**config.mk**
```make
export PLATFORM = sky130hd
export DESIGN_NAME = mac_accumulator
export DESIGN_NICKNAME = d
export VERILOG_FILES = /design/src/rtl/mac_pkg.sv /design/src/rtl/am_structural.sv /design/src/rtl/mac_accumulator.sv
export SDC_FILE = /design/constraint.sdc
export NUM_CORES = 1
export LEC_CHECK = 0
export CAP_MARGIN = 20
export CORE_MARGIN = 4
export CORE_UTILIZATION = 50
export DETAILED_ROUTE_END_ITERATION = 12
export GPL_TIMING_DRIVEN = 0
export PLACE_DENSITY_LB_ADDON = 0.15
export SETUP_SLACK_MARGIN = 0.4
export SLEW_MARGIN = 20
export SYNTH_ARGS = -nofsm -noshare
export SYNTH_HDL_FRONTEND = slang
export SYNTH_HIERARCHICAL = 1
export SYNTH_SLANG_ARGS = --single-unit
```
**constraint.sdc**
```tcl
create_clock -name clk -period 4 [get_ports clk]
set_clock_uncertainty 0.15 [all_clocks]
set_input_delay 0.4 -clock clk [delete_from_list [all_inputs] [get_ports clk]]
set_output_delay 0.4 -clock clk [all_outputs]
set_load 0.02 [all_outputs]
```
**src/rtl/mac_pkg.sv**
```systemverilog
// Shared types and constants for the multiply-accumulate datapath.
package mac_pkg;

    localparam int unsigned MUL_W  = 4;
    localparam int unsigned PROD_W = 2 * MUL_W;
    localparam int unsigned OP_MAX = (1 << MUL_W) - 1;

    typedef enum logic [1:0] {
        IDLE  = 2'd0,
        ACCUM = 2'd1,
        DONE  = 2'd2
    } mac_state_t;

endpackage

```
**src/rtl/am_structural.sv**
```systemverilog
// 4x4 unsigned array multiplier: AND-gate partial products reduced row by row
// through ripple-carry full-adder chains. Purely combinational.
module am_structural
    import mac_pkg::*;
(
    input  logic [MUL_W-1:0]  i_a,
    input  logic [MUL_W-1:0]  i_b,
    output logic [PROD_W-1:0] o_prod_c
);

    logic [MUL_W-1:0][MUL_W-1:0] w_pp;
    logic [MUL_W-1:0][MUL_W:0]   w_row;
    logic [MUL_W:0]              w_cy;

    // Partial products, then each row adds the previous row's upper bits.
    always_comb begin
        w_pp  = '0;
        w_row = '0;
        w_cy  = '0;
        for (int r = 0; r < MUL_W; r++) begin
            w_pp[r] = i_a & {MUL_W{i_b[r]}};
        end
        w_row[0] = {1'b0, w_pp[0]};
        for (int r = 1; r < MUL_W; r++) begin
            w_cy = '0;
            for (int j = 0; j < MUL_W; j++) begin
                w_row[r][j] = w_row[r-1][j+1] ^ w_pp[r][j] ^ w_cy[j];
                w_cy[j+1]   = (w_row[r-1][j+1] & w_pp[r][j])
                            | (w_cy[j] & (w_row[r-1][j+1] ^ w_pp[r][j]));
            end
            w_row[r][MUL_W] = w_cy[MUL_W];
        end
    end

    // Low product bits fall out of each row's LSB; the top row gives the rest.
    always_comb begin
        o_prod_c = '0;
        for (int r = 0; r < MUL_W; r++) begin
            o_prod_c[r] = w_row[r][0];
        end
        o_prod_c[PROD_W-1:MUL_W] = w_row[MUL_W-1][MUL_W:1];
    end

endmodule

```
**src/rtl/mac_accumulator.sv**
```systemverilog
// Dot-product engine: accepts LEN operand pairs over valid/ready, registers
// each product, sums them and offers the result over valid/ready.
// Build option MAC_SATURATE_EN: clamp the accumulator at its maximum on
// overflow instead of wrapping.
module mac_accumulator
    import mac_pkg::*;
#(
    parameter int unsigned OP_W  = 4,
    parameter int unsigned LEN   = 8,
    parameter int unsigned ACC_W = 12
)(
    input  logic             clk,
    input  logic             rst_n,
    input  logic             start,
    input  logic             in_valid,
    output logic             in_ready,
    input  logic [OP_W-1:0]  a,
    input  logic [OP_W-1:0]  b,
    output logic             out_valid,
    input  logic             out_ready,
    output logic [ACC_W-1:0] out_acc,
    output logic             out_ovf,
    output logic             busy
);

    localparam int unsigned      CNT_W   = $clog2(LEN + 1);
    localparam int unsigned      SUM_W   = ACC_W + 1;
    localparam logic [CNT_W-1:0] LEN_C   = CNT_W'(LEN);
    localparam logic [ACC_W-1:0] ACC_MAX = '1;

    mac_state_t        r_state;
    mac_state_t        w_state_nxt;
    logic [CNT_W-1:0]  r_acc_cnt;
    logic [CNT_W-1:0]  w_acc_cnt_nxt;
    logic [CNT_W-1:0]  r_sum_cnt;
    logic [CNT_W-1:0]  w_sum_cnt_nxt;
    logic [PROD_W-1:0] r_p_q;
    logic              r_p_v;
    logic [ACC_W-1:0]  r_acc;
    logic [ACC_W-1:0]  w_acc_nxt;
    logic              r_ovf;
    logic              w_ovf_nxt;
    logic              r_in_ready;
    logic              r_out_valid;
    logic              r_busy;
    logic [PROD_W-1:0] w_prod;
    logic [SUM_W-1:0]  w_sum;
    logic              w_accept;

    am_structural u_mul (
        .i_a      (a),
        .i_b      (b),
        .o_prod_c (w_prod)
    );

    // in_ready is only ever high in ACCUM, so this is the whole accept rule.
    assign w_accept = in_valid & r_in_ready;
    // One bit wider than the accumulator so the carry-out is visible.
    assign w_sum    = {1'b0, r_acc} + SUM_W'(r_p_q);

    // State register.
    always_ff @(posedge clk or negedge rst_n) begin
        if (!rst_n) begin
            r_state <= IDLE;
        end else begin
            r_state <= w_state_nxt;
        end
    end

    // Next state plus next counter and accumulator values.
    always_comb begin
        w_state_nxt   = r_state;
        w_acc_cnt_nxt = r_acc_cnt;
        w_sum_cnt_nxt = r_sum_cnt;
        w_acc_nxt     = r_acc;
        w_ovf_nxt     = r_ovf;
        case (r_state)
            IDLE: begin
                if (start) begin
                    w_acc_cnt_nxt = '0;
                    w_sum_cnt_nxt = '0;
                    w_acc_nxt     = '0;
                    w_ovf_nxt     = 1'b0;
                    w_state_nxt   = ACCUM;
                end
            end
            ACCUM: begin
                if (w_accept) begin
                    w_acc_cnt_nxt = r_acc_cnt + CNT_W'(1);
                end
                if (r_p_v) begin
                    w_sum_cnt_nxt = r_sum_cnt + CNT_W'(1);
                    w_ovf_nxt     = r_ovf | w_sum[ACC_W];
`ifdef MAC_SATURATE_EN
                    w_acc_nxt     = (w_sum[ACC_W] | r_ovf) ? ACC_MAX : w_sum[ACC_W-1:0];
`else
                    w_acc_nxt     = w_sum[ACC_W-1:0];
`endif
                    if (w_sum_cnt_nxt == LEN_C) begin
                        w_state_nxt = DONE;
                    end
                end
            end
            DONE: begin
                if (r_out_valid && out_ready) begin
                    w_state_nxt = IDLE;
                end
            end
            default: begin
                w_state_nxt = IDLE;
            end
        endcase
    end

    // Beat counters, accumulator and sticky overflow.
    always_ff @(posedge clk or negedge rst_n) begin
        if (!rst_n) begin
            r_acc_cnt <= '0;
            r_sum_cnt <= '0;
            r_acc     <= '0;
            r_ovf     <= 1'b0;
        end else begin
            r_acc_cnt <= w_acc_cnt_nxt;
            r_sum_cnt <= w_sum_cnt_nxt;
            r_acc     <= w_acc_nxt;
            r_ovf     <= w_ovf_nxt;
        end
    end

    // Product pipeline stage: capture a*b on every accepted beat.
    always_ff @(posedge clk or negedge rst_n) begin
        if (!rst_n) begin
            r_p_q <= '0;
            r_p_v <= 1'b0;
        end else begin
            r_p_v <= w_accept;
            if (w_accept) begin
                r_p_q <= w_prod;
            end
        end
    end

    // Registered handshake and status outputs; out_valid trails DONE entry by one edge.
    always_ff @(posedge clk or negedge rst_n) begin
        if (!rst_n) begin
            r_in_ready  <= 1'b0;
            r_out_valid <= 1'b0;
            r_busy      <= 1'b0;
        end else begin
            r_in_ready  <= (w_state_nxt == ACCUM) && (w_acc_cnt_nxt < LEN_C);
            r_out_valid <= (r_state == DONE) && (w_state_nxt == DONE);
            r_busy      <= (w_state_nxt != IDLE);
        end
    end

    assign in_ready  = r_in_ready;
    assign out_valid = r_out_valid;
    assign out_acc   = r_acc;
    assign out_ovf   = r_ovf;
    assign busy      = r_busy;

endmodule

```
==> results.sh <==
export IMPL_status="complete, no violations"
export IMPL_fp_dieH_microns=73.5
export IMPL_power_total_mw=1.77
export IMPL_path_class="in2reg"
export IMPL_vias=1610
export IMPL_port_buffers=28
export IMPL_fp_coreArea_sq_mm=0.00409
export IMPL_synth_xor_xnor_area_share_pct=2.86
export IMPL_cp_max_fo=4
export IMPL_synthFlopType="dfrtp_1"
export IMPL_hp_class="in2reg"
export IMPL_area_growth_pct=25.9
export IMPL_synth_simple_area_share_pct=16.4
export IMPL_dp_final_hpwl_microns=3320
export IMPL_rsz0062_at_grt="yes"
export IMPL_synth_compound_area_share_pct=14.8
export IMPL_synth_distinct_cells=37
export IMPL_synthAdderAreaFrac_pct=16.6
export IMPL_start_kind="primary input"
export IMPL_critical_path_max_stage_delay_ns=0.52
export IMPL_gp_congestion=0.821
export IMPL_clk_pin_slew_worst_paths_ns=0.07
export IMPL_clock_sink_count=35
export IMPL_crit_path_frequent_cell="fa_2"
export IMPL_dpl_worst_slack_ns=-0.809
export IMPL_worst_pin_slew_ns=0.889
export IMPL_netlist_area_leader_share_pct=40.8
export IMPL_die_area_sq_mm=0.00541
export IMPL_synth_top_cell_by_area="dfrtp_1"
export IMPL_critPathCaptureType="flop"
export IMPL_synth_area_sq_mm=0.00215
export IMPL_synthCells=211
export IMPL_nets=286
export IMPL_clk_latency_ns=0.29
export IMPL_relSlewSlack_pct=40.6
export IMPL_crit_chain="buf_6, and2_4, ha_4, inv_2, fa_2, fa_1, inv_2, fa_2, fa_2, fa_1, inv_2, fa_2, fa_1, inv_1, mux2_2"
export IMPL_grt_max_degree=19
export IMPL_fin_crit_sh_pct=99.4
export IMPL_async_flop_share_pct=100
export IMPL_crit_slowest_cell="fa_1"
export IMPL_fmax_mhz=252
export IMPL_fin_cells=301
export IMPL_finalMaxSlewViolations=0
export IMPL_cts_tree="yes"
export IMPL_synth_top_family_by_area="adder cells"
export IMPL_dp_cells=290
export IMPL_start_util_pct=52.5
export IMPL_clockRootBuffer="clkbuf_8"
export IMPL_wl_per_cell_microns=14.6
export IMPL_drcViolationCount=0
export IMPL_yosysWarningCount=6
export IMPL_diodes=0
export IMPL_crit_arrival_ns=4.01
export IMPL_synth_mux_area_share_pct=4.66
export IMPL_grt_overflow_total=0
export IMPL_crit_required_ns=4.03
export IMPL_dr_pass1_iters=4
export IMPL_grt_usage_pct=18.7
export IMPL_setup_tns_ns=0
export IMPL_drt_iter0_markers=70
export IMPL_grt_pass1_vias=1617
export IMPL_finalHoldViolCount=0
export IMPL_vias_per_cell=5.35
export IMPL_ant_nets=0
export IMPL_maxCapViolCount=0
export IMPL_vdd_drop_max_uv=491
export IMPL_worst_slack_ns=0.0239
export IMPL_fin_crit_ns=3.98
export IMPL_htree_levels=2
export IMPL_wl_microns=4410
export IMPL_leakage_nw=1.26
export IMPL_syn_num_nets=247
export IMPL_p_per_area_mw_per_mm2=656
export IMPL_synth_area_leaders="dfrtp_1, fa_1, ha_1, nand2_1, mux2_2"
export IMPL_fillers=329
export IMPL_clockBufferDepth=2
export IMPL_setup_viol=0
export IMPL_crit_buf_inv=5
export IMPL_rows=23
export IMPL_syn_area_per_cell_sq_um=10.2
export IMPL_grt_pass1_wl_microns=7640
export IMPL_antenna_found_initial=0
export IMPL_crit_family="adder cells"
export IMPL_ioPinCount=29
export IMPL_numCtsBuffers=5
export IMPL_seq_area_frac_synth_pct=40.8
export IMPL_die_w_microns=73.5
export IMPL_synth_edf_count=0
export IMPL_synth_seq_cells=35
export IMPL_drive_gt1_share_pct=17.5
## state kept, by name, summed over array words and instances, names as in the netlist
| register | flops |
|---|---|
| out_ovf | 1 |
| r_p_q | 8 |
| out_acc | 12 |
| in_ready | 1 |
| r_sum_cnt | 4 |
| r_state | 2 |
| r_p_v | 1 |
| out_valid | 1 |
| r_acc_cnt | 4 |
| busy | 1 |
## placed cells by master (no fill, tap or decap), types with 2 or more instances in the layout
cell / count
dfrtp_1: 35
nand2_1: 26
clkdlybuf4s50_1: 21
inv_1: 13
o21ai_0: 13
ha_1: 13
a21oi_1: 8
and2_1: 8
nor2_1: 8
a21o_1: 7
mux2_2: 7
clkbuf_8: 6
nand2b_1: 5
a22o_1: 5
fa_2: 5
buf_6: 4
o211ai_1: 4
nand3_1: 4
xor2_1: 4
fa_1: 4
inv_2: 4
nor2b_1: 3
buf_2: 3
a211oi_1: 3
or3_1: 3
xnor2_1: 3
nand3b_1: 2
nor3b_1: 2
and3_1: 2
nand2_2: 2
and2_4: 2
buf_4: 2
## cell usage after synthesis (2+ instances only)
library cell and count:
nand2b_1 5, xor2_1 4, and3_1 2, or3_1 3, o21ai_0 13, a211oi_1 3, nor3b_1 2, nand3b_1 2
nand2_1 27, a21oi_1 8, nor2b_1 3, o211ai_1 4, buf_2 2, a22o_1 5, a21o_1 7, nand3_1 4
nor2_1 8, mux2_2 8, dfrtp_1 35, ha_1 14, and2_1 10, inv_1 17, xnor2_1 3, fa_1 9
## layer usage
metal	share of wire, %	up-vias	track usage [%]
li1	-	805	-
met1	48	765	25.2
met2	46	35	28.9
met3	4.6	5	5.75
met4	1.2	0	5.43
met5	0	-	0
## worst paths after layout
check | from | cells after the start | end | slack, ns
worst max-delay path | b[0] | 15 | r_p_q[6] | 0.02
worst min-delay path | b[0] | 3 | r_p_q[0] | 0.32
worst max register to register | out_acc[0] | 8 | out_ovf | 1.75
worst min register to register | out_ovf | 2 | out_ovf | 0.33
max in group asynchronous | rst_n | 3 | r_p_q[2] | 2.81
min in group asynchronous | rst_n | 2 | out_ovf | 0.45
## cells by family (layout without fill, tap and decap cells)
kind of cell | count (synthesis) | after routing
adders and majority gates | 23 | 23
muxes | 9 | 9
AOI/OAI and AO/OA | 47 | 47
DFF | 35 | 35
xor gates and xnor gates | 7 | 7
and+or+nand+nor | 70 | 70
buffers and inverters | 20 | 60
## report_power, final
part / leakage (nW) / internal [mW] / total (mW) / switching, mW
clock: 0.0612 / 0.202 / 0.328 / 0.126
sequential: 0.440 / 0.479 / 0.583 / 0.104
combinational: 0.756 / 0.411 / 0.862 / 0.451
## metrics by stage
| step | util [%] | hold WS, ns | area (sq um) |
|---|---|---|---|
| floorplan | - | -0.0456 | 2180 |
| global placement | 61.7 | 0.312 | 2520 |
| detailed placement | 62.2 | 0.224 | 2540 |
| CTS | 66.0 | 0.315 | 2700 |
| global route | 66.2 | 0.322 | 2700 |
| finish | 66.2 | 0.318 | 2700 |
## worst register-to-register path: stages, from the launching register on
cell and delay, ns:
dfrtp_1 0.38, ha_1 0.20, inv_1 0.06, fa_1 0.38, nand2b_1 0.19, a21oi_1 0.19, o211ai_1 0.21, nor2b_1 0.18
o31ai_1 0.23
## repair_timing
item / CTS / global route
hold buffers: 1 / 0
gates cloned: 0 / 0
buffers inserted: 2 / 0
setup endpoints to repair: 4 / 3
hold endpoints to repair: 17 / 0
pin swaps: 11 / 8
gates resized for setup: 27 / 3
## final cells by class
cell class	instances	area [sq um]	area share, %
well taps	50	62.6	2.31
flip-flops and latches	35	876	32.4
inverters	17	63.8	2.36
clock buffers	6	82.6	3.05
clock inverters	2	35.0	1.30
plain buffers	3	21.3	0.787
multi-input cells	156	1220	45.2
repair buffers	32	340	12.6
Power figures use the tool's default switching activity.
